$ cat config.mk
export PLATFORM = sky130hd
export DESIGN_NAME = com_bus_arbiter
export DESIGN_NICKNAME = d
export VERILOG_FILES = /design/src/rtl/com_bus_arbiter_pkg.sv /design/src/rtl/com_bus_arbiter_rr_priority_pick.sv /design/src/rtl/com_bus_arbiter.sv
export SDC_FILE = /design/constraint.sdc
export NUM_CORES = 1
export LEC_CHECK = 0
export CAP_MARGIN = 20
export CORE_MARGIN = 5
export CORE_UTILIZATION = 45
export CTS_BUF_LIST = sky130_fd_sc_hd__clkbuf_8
export CTS_CLUSTER_SIZE = 16
export DETAILED_ROUTE_END_ITERATION = 8
export MAX_ROUTING_LAYER = met4
export PLACE_DENSITY_LB_ADDON = 0.12
export SYNTH_ARGS = -nofsm -noshare
export SYNTH_HDL_FRONTEND = slang
export SYNTH_SLANG_ARGS = --single-unit
$ cat constraint.sdc
create_clock -name clk -period 3.3 [get_ports clk]
set_input_delay 0.99 -clock clk [delete_from_list [all_inputs] [get_ports clk]]
set_output_delay 0.99 -clock clk [all_outputs]
set_load 0.005 [all_outputs]
$ cat src/rtl/com_bus_arbiter_pkg.sv
// ---------------------------------------------------------------------------
// com_bus_arbiter_pkg
// Shared definitions for the snoop-bus arbiters: core count, arbiter FSM
// state encodings and the default maximum hold time.
// ---------------------------------------------------------------------------
package com_bus_arbiter_pkg;

    localparam int NUM_CORES        = 4;
    localparam int DEFAULT_MAX_HOLD = 16;

    typedef enum logic [1:0] {
        ARB_IDLE  = 2'b00,
        ARB_GRANT = 2'b01,
        ARB_TURN  = 2'b10
    } arb_state_t;

endpackage

$ cat src/rtl/com_bus_arbiter_rr_priority_pick.sv
// ---------------------------------------------------------------------------
// rr_priority_pick
// Combinational round-robin picker. Searches req starting at ptr and
// wrapping modulo 4; reports the first set bit.
//   req   : per-core request vector
//   ptr   : index searched first
//   valid : at least one request is set
//   idx   : index of the winning core (0 when valid is low)
// ---------------------------------------------------------------------------
module rr_priority_pick
    import com_bus_arbiter_pkg::*;
(
    input  logic [NUM_CORES-1:0] req,
    input  logic [1:0]           ptr,
    output logic                 valid,
    output logic [1:0]           idx
);

    logic [1:0] probe;

    always_comb begin
        valid = 1'b0;
        idx   = 2'd0;
        probe = 2'd0;
        for (int i = 0; i < NUM_CORES; i++) begin
            // 2-bit add wraps 3 -> 0 naturally
            probe = ptr + 2'(i);
            if (!valid && req[probe]) begin
                valid = 1'b1;
                idx   = probe;
            end
        end
    end

endmodule

$ cat src/rtl/com_bus_arbiter.sv
// ---------------------------------------------------------------------------
// com_bus_arbiter
// Round-robin arbiter for the shared snoop bus. One owner at a time, grant
// held while the owner keeps requesting, one idle turnaround cycle between
// owners, and forced revocation after MAX_HOLD consecutive grant cycles.
//   clk          : block clock, rising edge
//   rst          : asynchronous active-high reset
//   Com_Bus_Req  : per-core request (bit i = core i)
//   Com_Bus_Gnt  : registered one-hot grant, zero when bus is free
//   Bus_Owner    : index of granted core, 0 when no grant
//   Bus_Busy     : high whenever any grant is asserted
//   Hold_Timeout : one-cycle pulse in the cycle after a forced revocation
// ---------------------------------------------------------------------------
module com_bus_arbiter
    import com_bus_arbiter_pkg::*;
#(
    parameter int NUM_REQ  = NUM_CORES,
    parameter int MAX_HOLD = DEFAULT_MAX_HOLD,
    parameter int CNT_W    = 5
) (
    input  logic               clk,
    input  logic               rst,
    input  logic [NUM_REQ-1:0] Com_Bus_Req,
    output logic [NUM_REQ-1:0] Com_Bus_Gnt,
    output logic [1:0]         Bus_Owner,
    output logic               Bus_Busy,
    output logic               Hold_Timeout
);

    arb_state_t         state_q, state_n;
    logic [1:0]         rr_ptr_q, rr_ptr_n;
    logic [CNT_W-1:0]   hold_q, hold_n;
    logic [NUM_REQ-1:0] gnt_q, gnt_n;
    logic [1:0]         owner_q, owner_n;
    logic               busy_q;
    logic               to_q, to_n;

    logic               pick_vld;
    logic [1:0]         pick_idx;

    rr_priority_pick u_pick (
        .req   (Com_Bus_Req),
        .ptr   (rr_ptr_q),
        .valid (pick_vld),
        .idx   (pick_idx)
    );

    always_ff @(posedge clk or posedge rst) begin
        if (rst) begin
            state_q  <= ARB_IDLE;
            rr_ptr_q <= 2'd0;
            hold_q   <= '0;
            gnt_q    <= '0;
            owner_q  <= 2'd0;
            busy_q   <= 1'b0;
            to_q     <= 1'b0;
        end else begin
            state_q  <= state_n;
            rr_ptr_q <= rr_ptr_n;
            hold_q   <= hold_n;
            gnt_q    <= gnt_n;
            owner_q  <= owner_n;
            busy_q   <= |gnt_n;
            to_q     <= to_n;
        end
    end

    always_comb begin
        state_n  = state_q;
        rr_ptr_n = rr_ptr_q;
        hold_n   = hold_q;
        gnt_n    = gnt_q;
        owner_n  = owner_q;
        to_n     = 1'b0;

        case (state_q)
            ARB_GRANT: begin
                // Non-owner requests are deliberately not looked at here.
                if (!Com_Bus_Req[owner_q] || (hold_q == CNT_W'(MAX_HOLD - 1))) begin
                    state_n  = ARB_TURN;
                    gnt_n    = '0;
                    owner_n  = 2'd0;
                    hold_n   = '0;
                    // Move past the departing owner so a hog that keeps
                    // requesting only wins again when nobody else asks.
                    rr_ptr_n = owner_q + 2'd1;
                    to_n     = Com_Bus_Req[owner_q];
                end else begin
                    hold_n = hold_q + CNT_W'(1);
                end
            end

            // IDLE, TURN (and any illegal encoding) arbitrate identically;
            // TURN is guaranteed one grant-free cycle because the grant it
            // produces only becomes visible after the next edge.
            default: begin
                gnt_n   = '0;
                owner_n = 2'd0;
                hold_n  = '0;
                if (pick_vld) begin
                    state_n         = ARB_GRANT;
                    gnt_n[pick_idx] = 1'b1;
                    owner_n         = pick_idx;
                end else begin
                    state_n = ARB_IDLE;
                end
            end
        endcase
    end

    assign Com_Bus_Gnt  = gnt_q;
    assign Bus_Owner    = owner_q;
    assign Bus_Busy     = busy_q;
    assign Hold_Timeout = to_q;

endmodule

Word-level counts from Yosys, hierarchy flattened
Cells that the tools add are included.
W data, S select, Z words.
{ "classes": {"add_sub_neg": 5, "n_lt_le_gt_ge": 7, "n_eq_ne": 3, "n_mux": 33, "n_reduce_logical": 11} }
{ "op_table": {"columns": ["op", "count"], "rows": [
  ["$lt A2 B3 Y1 const B", 6],
  ["$mux W2", 9],
  ["$mux W1", 13],
  ["$mux W4", 3],
  ["$bmux W1 S2", 5],
  ["$mux W5", 2],
  ["$add A5 B1 Y5 const B", 1],
  ["$eq A5 B4 Y1 const B", 1],
  ["$add A2 B1 Y2 const B", 2],
  ["$add A2 B2 Y2 const B", 2],
  ["$logic_and A1 B1 Y1", 4],
  ["$logic_not A1 Y1", 4],
  ["$reduce_or A4 Y1", 1],
  ["$demux W1 S2", 1],
  ["$eq A2 B1 Y1 const B", 1],
  ["$ge A2 B1 Y1 const B", 1],
  ["$ne A2 B2 Y1 const B", 1],
  ["$reduce_and A2 Y1", 1],
  ["$logic_or A1 B1 Y1", 1]
]} }
{ "word_totals": {"regBits": 17, "inputBits": 6} }

Longest topological paths before layout
Gate-level depths: netlist of run 1.
{ "depth": {"depth_word": 19, "ltp_mapped": 8, "mapped_depth_nobuf": 7} }

Hierarchy
Synthesis of run 1 repeated with hierarchy kept, for this count alone.
{ "hier_totals": {"hier_cells": 85, "hier_area_um2": 853.3} }
{ "by_module_without_submodules": {"columns": ["mod", "n_inst", "cells_each", "area_each_um2"], "rows": [
  ["com_bus_arbiter", 1, 70, 775.7],
  ["rr_priority_pick", 1, 15, 77.6]
]} }

Worst setup path after synthesis of run 1
No wires, ideal clock.
{ "synth_timing": {"path_kind": "input port to flip-flop", "start": "input Com_Bus_Req[3]", "end": "register gnt_q[1], in the netlist Com_Bus_Gnt[1]", "setup_time_ns": 0.122, "t_arrival_ns": 1.957, "setup_slack_ns": 1.221, "cell_stages": 4, "path_cell_list": "mux4_2 and2_0 buf_6 a32o_1"} }
{ "synth_between": {"elab_chain_cells": 18} }
{ "synth_lines": {"columns": ["element", "line_no", "text"], "rows": [
  ["start, declared", "com_bus_arbiter.sv:23", "input logic [NUM_REQ-1:0] Com_Bus_Req,"],
  ["$bmux W1 S2", "com_bus_arbiter_rr_priority_pick.sv:28", "if (!valid && req[probe]) begin"],
  ["$mux W1 (not written as such)", "com_bus_arbiter_rr_priority_pick.sv:28", null],
  ["$mux W1", "com_bus_arbiter_rr_priority_pick.sv:28", null],
  ["$logic_not A1 Y1", "com_bus_arbiter_rr_priority_pick.sv:28", null],
  ["$logic_and A1 B1 Y1", "com_bus_arbiter_rr_priority_pick.sv:28", null],
  ["$mux W1", "com_bus_arbiter_rr_priority_pick.sv:28", null],
  ["$logic_not A1 Y1", "com_bus_arbiter_rr_priority_pick.sv:28", null],
  ["$logic_and A1 B1 Y1", "com_bus_arbiter_rr_priority_pick.sv:28", null],
  ["[3 not listed]", null, null],
  ["$mux W2", "com_bus_arbiter_rr_priority_pick.sv:28", null],
  ["$lt A2 B3 Y1 (not written as such) / $ge A2 B1 Y1 (equally long branches)", "com_bus_arbiter.sv:102", "gnt_n[pick_idx] = 1'b1;"],
  ["$logic_and A1 B1 Y1 (not written as such)", "com_bus_arbiter.sv:102", null],
  ["$mux W1 (not written as such)", "com_bus_arbiter.sv:102", null],
  ["$demux W1 S2", "com_bus_arbiter.sv:102", null],
  ["$mux W4", "com_bus_arbiter.sv:100", "if (pick_vld) begin"],
  ["$mux W4 (*)", "com_bus_arbiter.sv:76", "case (state_q)"],
  ["net gnt_n[1]", "com_bus_arbiter.sv:33", "logic [NUM_REQ-1:0] gnt_q, gnt_n;"],
  ["end signal, assigned", "com_bus_arbiter.sv:61", "gnt_q <= gnt_n;"],
  ["end, declared", "com_bus_arbiter.sv:33", null]
]} }
Mark *: on every way through the listed nets, which the timed path passes. The rest lies on a longest branch. The select of a mux whose other input is x is not followed.
A chain may end at the register's enable or synchronous reset.

Worst setup path after layout of run 1
{ "layout_timing": {"start": "input Com_Bus_Req[0]", "end": "register gnt_q[1], in the netlist Com_Bus_Gnt[1]"} }
The elaborated chain is that of the path after synthesis.

==> flow_summary.ini, run 1 <==
[clock_tree]
cts_resized = 0
clk_pin_slew_worst_paths_ns = 0.06
cts_buffers = 3
cts_tree = yes
clock_latency_ns = 0.25
cts_root_buffer = clkbuf_8
cts.sinks = 17
post_cts_buffers = 0
clk_path_buf_depth = 2
htree_levels = 1
cts_hold_buffers = 0

[routing]
routed_wl_um = 1495
firstDrtPassIters = 2
dr_total_vias = 594
wl_per_cell_um = 13.00
ant_nets = 0
drc = 0
via_per_inst = 5.165
drt_iter0_markers = 11

[floorplanning]
coreArea_mm2 = 0.001727
initial_utilization = 0.4681
die_w_um = 52.38
num_rows = 15
dieArea_mm2 = 0.002744
io_pins = 14
fp.dieH_um = 52.38

[finish]
drive_gt1_frac = 0.1111
register_area_um2 = 425.4
area_growth_pct = 24.15
stdcell_count = 115
fillers = 172
postLayoutCoreUtil = 0.5812
nets = 99
antenna_cells = 0
multi_input_area_um2 = 349.1
stdcell_area_mm2 = 0.001003

[power]
clkPwrFrac = 0.176
power_frac_comb = 0.409
power.leakage_nw = 0.4446
intPower_uw = 556.2
power.density_mw_per_mm2 = 853.6
swShare = 0.3506
switchingPower_uw = 300.3
ir_worst_vdd_mv = 0.4787
share_seq_of_total_power = 0.415

[logic_synthesis]
async_flop_share = 1.000
synth_ff_type = dfrtp_1
netlist_top_cells_area = dfrtp_1 53%, nor2_1 3.7%, ha_1 3.1%, inv_1 2.8%, mux4_2 2.8%
synth.distinct_cells = 31
seq_area_frac_synth = 0.5263
synth.top_cell.area_share = 0.5263
mappedNetlistArea_um2 = 808.3
syn_inst = 74
yosysWarningCount = 0
synth_nets = 82
syn_area_per_cell_um2 = 10.92
synth_edf_count = 0
ys_ff_latch = 17
yosys.area.top_type = dfrtp_1

[hold_path]
min_path_type = reg -> reg
holdCritStartpoint = hold_q[0]

[setup_path]
slowest_delay_ns = 0.56
reg2reg_from = hold_q[0]
required_ns = 3.44
cp-startpoint = Com_Bus_Req[0]
path_delay_family = multiplexers
r2r_setup_slack_ns = 1.36
cp-start-kind = primary input
crit_buf_inv = 1
path_max_fanout = 7
cp-end-kind = register
slowest_stage = mux4_2
worstPathArrival_ns = 2.54
crit_type = in -> reg
path_cells = clkdlybuf4s50_1 > mux4_2 > and2_0 > a32o_1

[run_status]
outcome = completed

[sta]
fmax_ghz = 0.4171
hold_ws_ns = 0.4730
fin_tns_setup_ns = 0
finalMaxSlewViolations = 0
fin_crit_ns = 2.397
worstMarginPinSlew_ns = 0.6296
fin_crit_sh = 0.7264
slew_headroom = 0.5798
setup_viol = 0
hold_viol_final = 0
rsz0062_at_grt = false
clock_skew_ns = 0.001436

[grt]
grt_max_degree = 18
grt_pass1_wl_um = 2787
grt_overflow = 0
antenna_found_initial = 0
grt_use_total = 0.1385
grt_pass1_vias = 635

[placed_design]
placed_cell_area_um2 = 958.4
numPortBuffers = 13
place_inst = 111
place_congestion = 0.8944
hpwl_um = 1175

[flow_run]
max_cap_violations = 0
==> cell usage in the layout, fill, tap and decap left out <==
cell type	n
and2_0	1
mux4_2	1
nor4_1	2
o21ai_0	2
nand2_1	6
and3_2	2
clkbuf_8	3
a21oi_2	1
or2_2	1
nand3_1	1
o22a_1	1
nor2b_1	1
mux2_2	1
a22o_1	1
o31ai_1	2
xnor2_1	2
a21oi_1	3
xor2_1	1
a32o_1	2
ha_1	2
nor2_1	8
dfrtp_1	17
o22ai_1	2
a21o_1	1
a221oi_2	1
and3_1	1
mux2i_1	1
nand2b_1	1
inv_1	7
o32ai_1	1
nor3b_1	1
clkdlybuf4s50_1	13
==> final cells by class <==
class / instances / area share
well taps: 25 / 0.03117
repair buffers: 13 / 0.1297
inverters: 6 / 0.02244
flip-flops and latches: 17 / 0.4239
multi-input cells: 50 / 0.3479
clock buffers: 3 / 0.04115
clock inverters: 1 / 0.003741
==> final timing paths <==
path,to,depth (start not counted)
max reg2reg,Com_Bus_Gnt[0],7
max,Com_Bus_Gnt[1],4
min reg2reg,hold_q[0],1
min in group asynchronous,hold_q[0],2
max in group asynchronous,state_q[0],2
min,hold_q[0],1
==> Yosys cell counts, drive strengths merged (2+ instances only) <==
| master | count |
|---|---|
| o21ai | 2 |
| nor2 | 8 |
| nor4 | 2 |
| nand2 | 6 |
| dfrtp | 17 |
| a21oi | 4 |
| o31ai | 2 |
| inv | 6 |
| and3 | 3 |
| o22ai | 2 |
| a32o | 2 |
| xnor2 | 2 |
| ha | 2 |
==> sequential cells by signal, summed over array words and instances, names as in the netlist <==
| name | cells |
|---|---|
| Hold_Timeout | 1 |
| rr_ptr_q | 2 |
| Com_Bus_Gnt | 4 |
| state_q | 2 |
| Bus_Busy | 1 |
| Bus_Owner | 2 |
| hold_q | 5 |
==> stage by stage <==
step | power, mW | setup slack, ns
final | 0.8565 | 0.9027
after global routing | 0.9264 | 0.7920
after CTS | 0.8665 | 0.8988
after detailed placement | 0.7141 | 0.6367
after global placement | 0.7132 | 0.6546
after floorplan | 0.5761 | 1.221
==> power groups by stage <==
stage	clock network (mW)	logic (mW)	registers, mW
final	0.151	0.350	0.356
after global routing	0.163	0.393	0.370
after CTS	0.154	0.356	0.356
after detailed placement	0	0.354	0.360
after global placement	0	0.353	0.360
after floorplan	0	0.228	0.348
==> cells by family (layout without fill, tap and decap cells) <==
logic type,count (synthesis),in the layout,share of synthesized area
AOI/OAI and AO/OA,17,17,0.1610
xor gates and xnor gates,3,3,0.03251
adders and majority gates,2,2,0.03095
buffers and inverters,7,23,0.04179
DFF,17,17,0.5263
muxes,3,3,0.05418
and+or+nand+nor,25,25,0.1533
==> metal layers <==
metal | share of wire | track usage | wire, um | vias up
met4 | 0.011 | 0.03830 | 16 | 0
met5 | 0 | - | 0 | -
met2 | 0.45 | 0.2149 | 670 | 10
met1 | 0.52 | 0.1856 | 772 | 284
met3 | 0.024 | 0.02564 | 36 | 4
li1 | - | - | - | 296
Power figures use the tool's default switching activity.
==> run 2: changes to the inputs <==
Clock period 3.3 ns to 2.2 ns, I/O delays scaled along.
==> flow_summary.ini, run 2 (synthesized netlist as in run 1, its figures left out) <==
[hold_path]
holdCritStartpoint = hold_q[0]
hold_depth = 1
min_path_type = reg -> reg
min_to = hold_q[0]

[finish]
antenna_cells = 0
postLayoutCoreUtil = 0.6094
final_cell_mix = 17 x dfrtp_1, 13 x clkdlybuf4s50_1, 8 x nor2_1
largest_register_ffs = 5
area_growth_pct = 30.19
drive_gt1_frac = 0.1771
fillers = 160
stdcell_area_mm2 = 0.001052
stdcell_count = 121
layout_commonest_cell = dfrtp_1
regMostFlops = hold_q
nets = 105

[sta]
finalMaxSlewViolations = 0
setup_viol = 0
slew_headroom = 0.7883
clock_skew_ns = 0.005761
worstMarginPinSlew_ns = 0.3147
hold_viol_final = 0
fmax_ghz = 0.5004
fin_crit_sh = 0.9083
rsz0062_at_grt = false
fin_crit_ns = 1.998

[grt]
grt_use_total = 0.1456
grt_max_degree = 18
antenna_found_initial = 0
grt_pass1_vias = 654
grt_pass1_wl_um = 2808
grt_overflow = 0

[setup_path]
r2r_cells = 7
required_ns = 2.34
reg2reg_from = hold_q[0]
crit_type = in -> reg
path_max_fanout = 6
r2r_setup_slack_ns = 0.25
reg2reg_to = Com_Bus_Gnt[0]
cp-end-kind = register
cp-start-kind = primary input
worstPathArrival_ns = 2.14

[routing]
routed_wl_um = 1612
dr_total_vias = 622
wl_per_cell_um = 13.32
ant_nets = 0
via_per_inst = 5.140
drc = 0
drt_iter0_markers = 9
firstDrtPassIters = 4

[clock_tree]
clk_pin_slew_worst_paths_ns = 0.07
clock_latency_ns = 0.25
post_cts_buffers = 0
cts_hold_buffers = 0
htree_levels = 1
clk_path_buf_depth = 2
cts_root_buffer = clkbuf_8
cts_tree = yes
cts_resized = 0
cts.sinks = 17
cts_buffers = 3

[floorplanning]
dieArea_mm2 = 0.002744
num_rows = 15
io_pins = 14
initial_utilization = 0.4681
coreArea_mm2 = 0.001727
die_w_um = 52.38
fp.dieH_um = 52.38

[placed_design]
place_congestion = 0.8355
placed_cell_area_mm2 = 0.001003
place_inst = 117
numPortBuffers = 13
hpwl_um = 1263

[flow_run]
max_cap_violations = 0

[power]
power.leakage_nw = 0.4682
power.density_mw_per_mm2 = 1261
ir_worst_vdd_mv = 0.8354

[run_status]
outcome = completed
==> run 2: cell types whose count changed in the layout (fill, tap and decap cells not counted) <==
cell	before	now
clkinvlp_4	0	1
inv_1	7	6
buf_4	0	6
==> run 2: layout make-up <==
class                           instances  area, um^2  area share
Tap cell                               25       31.28     0.02973
Inverter                                6       22.52     0.02140
Multi-Input combinational cell         50       349.1      0.3317
Sequential cell                        17       425.4      0.4043
Timing Repair Buffer                   19       175.2      0.1665
Clock buffer                            3       41.29     0.03924
Clock inverter                          1       7.507    0.007134
==> run 2: layer usage <==
layer,vias to the layer above,global-route usage,part of all wire
met5,-,-,0
met4,0,0.04681,0
met3,0,0.05128,0.055
met2,17,0.2128,0.47
met1,299,0.1882,0.47
li1,306,-,-
==> run 2: worst max-delay path: stages <==
cell	delay (ns)
clkdlybuf4s50_1	0.45
mux4_2	0.54
and2_0	0.25
a32o_1	0.24
==> run 2: per-stage QoR <==
stage                     TNS (ns)  setup WS, ns  hold WS (ns)  total power, mW
after CTS                        0        0.2037        0.4778            1.342
after floorplan                  0        0.4510        0.4329           0.8642
final                            0        0.2017        0.4692            1.327
after global routing             0      0.001211        0.4993            1.438
after global placement    -0.09860      -0.04053        0.4582            1.090
after detailed placement   -0.1658      -0.06983        0.4679            1.100
==> run 2: power breakdown <==
part | switching [mW] | internal, mW | total [mW] | leakage (nW)
clock | 0.108 | 0.127 | 0.235 | 0.0217
sequential | 0.114 | 0.427 | 0.541 | 0.220
combinational | 0.248 | 0.303 | 0.550 | 0.227
==> run 2: how the worst max path moves through the flow <==
stage | startpoint | to | slack (ns) | depth (start not counted)
after detailed placement | Com_Bus_Req[0] | Com_Bus_Gnt[1] | -0.07 | 4
after global placement | Com_Bus_Req[0] | Com_Bus_Gnt[3] | -0.04 | 4
after CTS | Com_Bus_Req[0] | Com_Bus_Gnt[1] | 0.20 | 4
after floorplan | Com_Bus_Req[3] | Com_Bus_Gnt[1] | 0.45 | 4
after global routing | hold_q[0] | Com_Bus_Gnt[0] | 0.001 | 7
final | Com_Bus_Req[0] | Com_Bus_Gnt[1] | 0.20 | 4
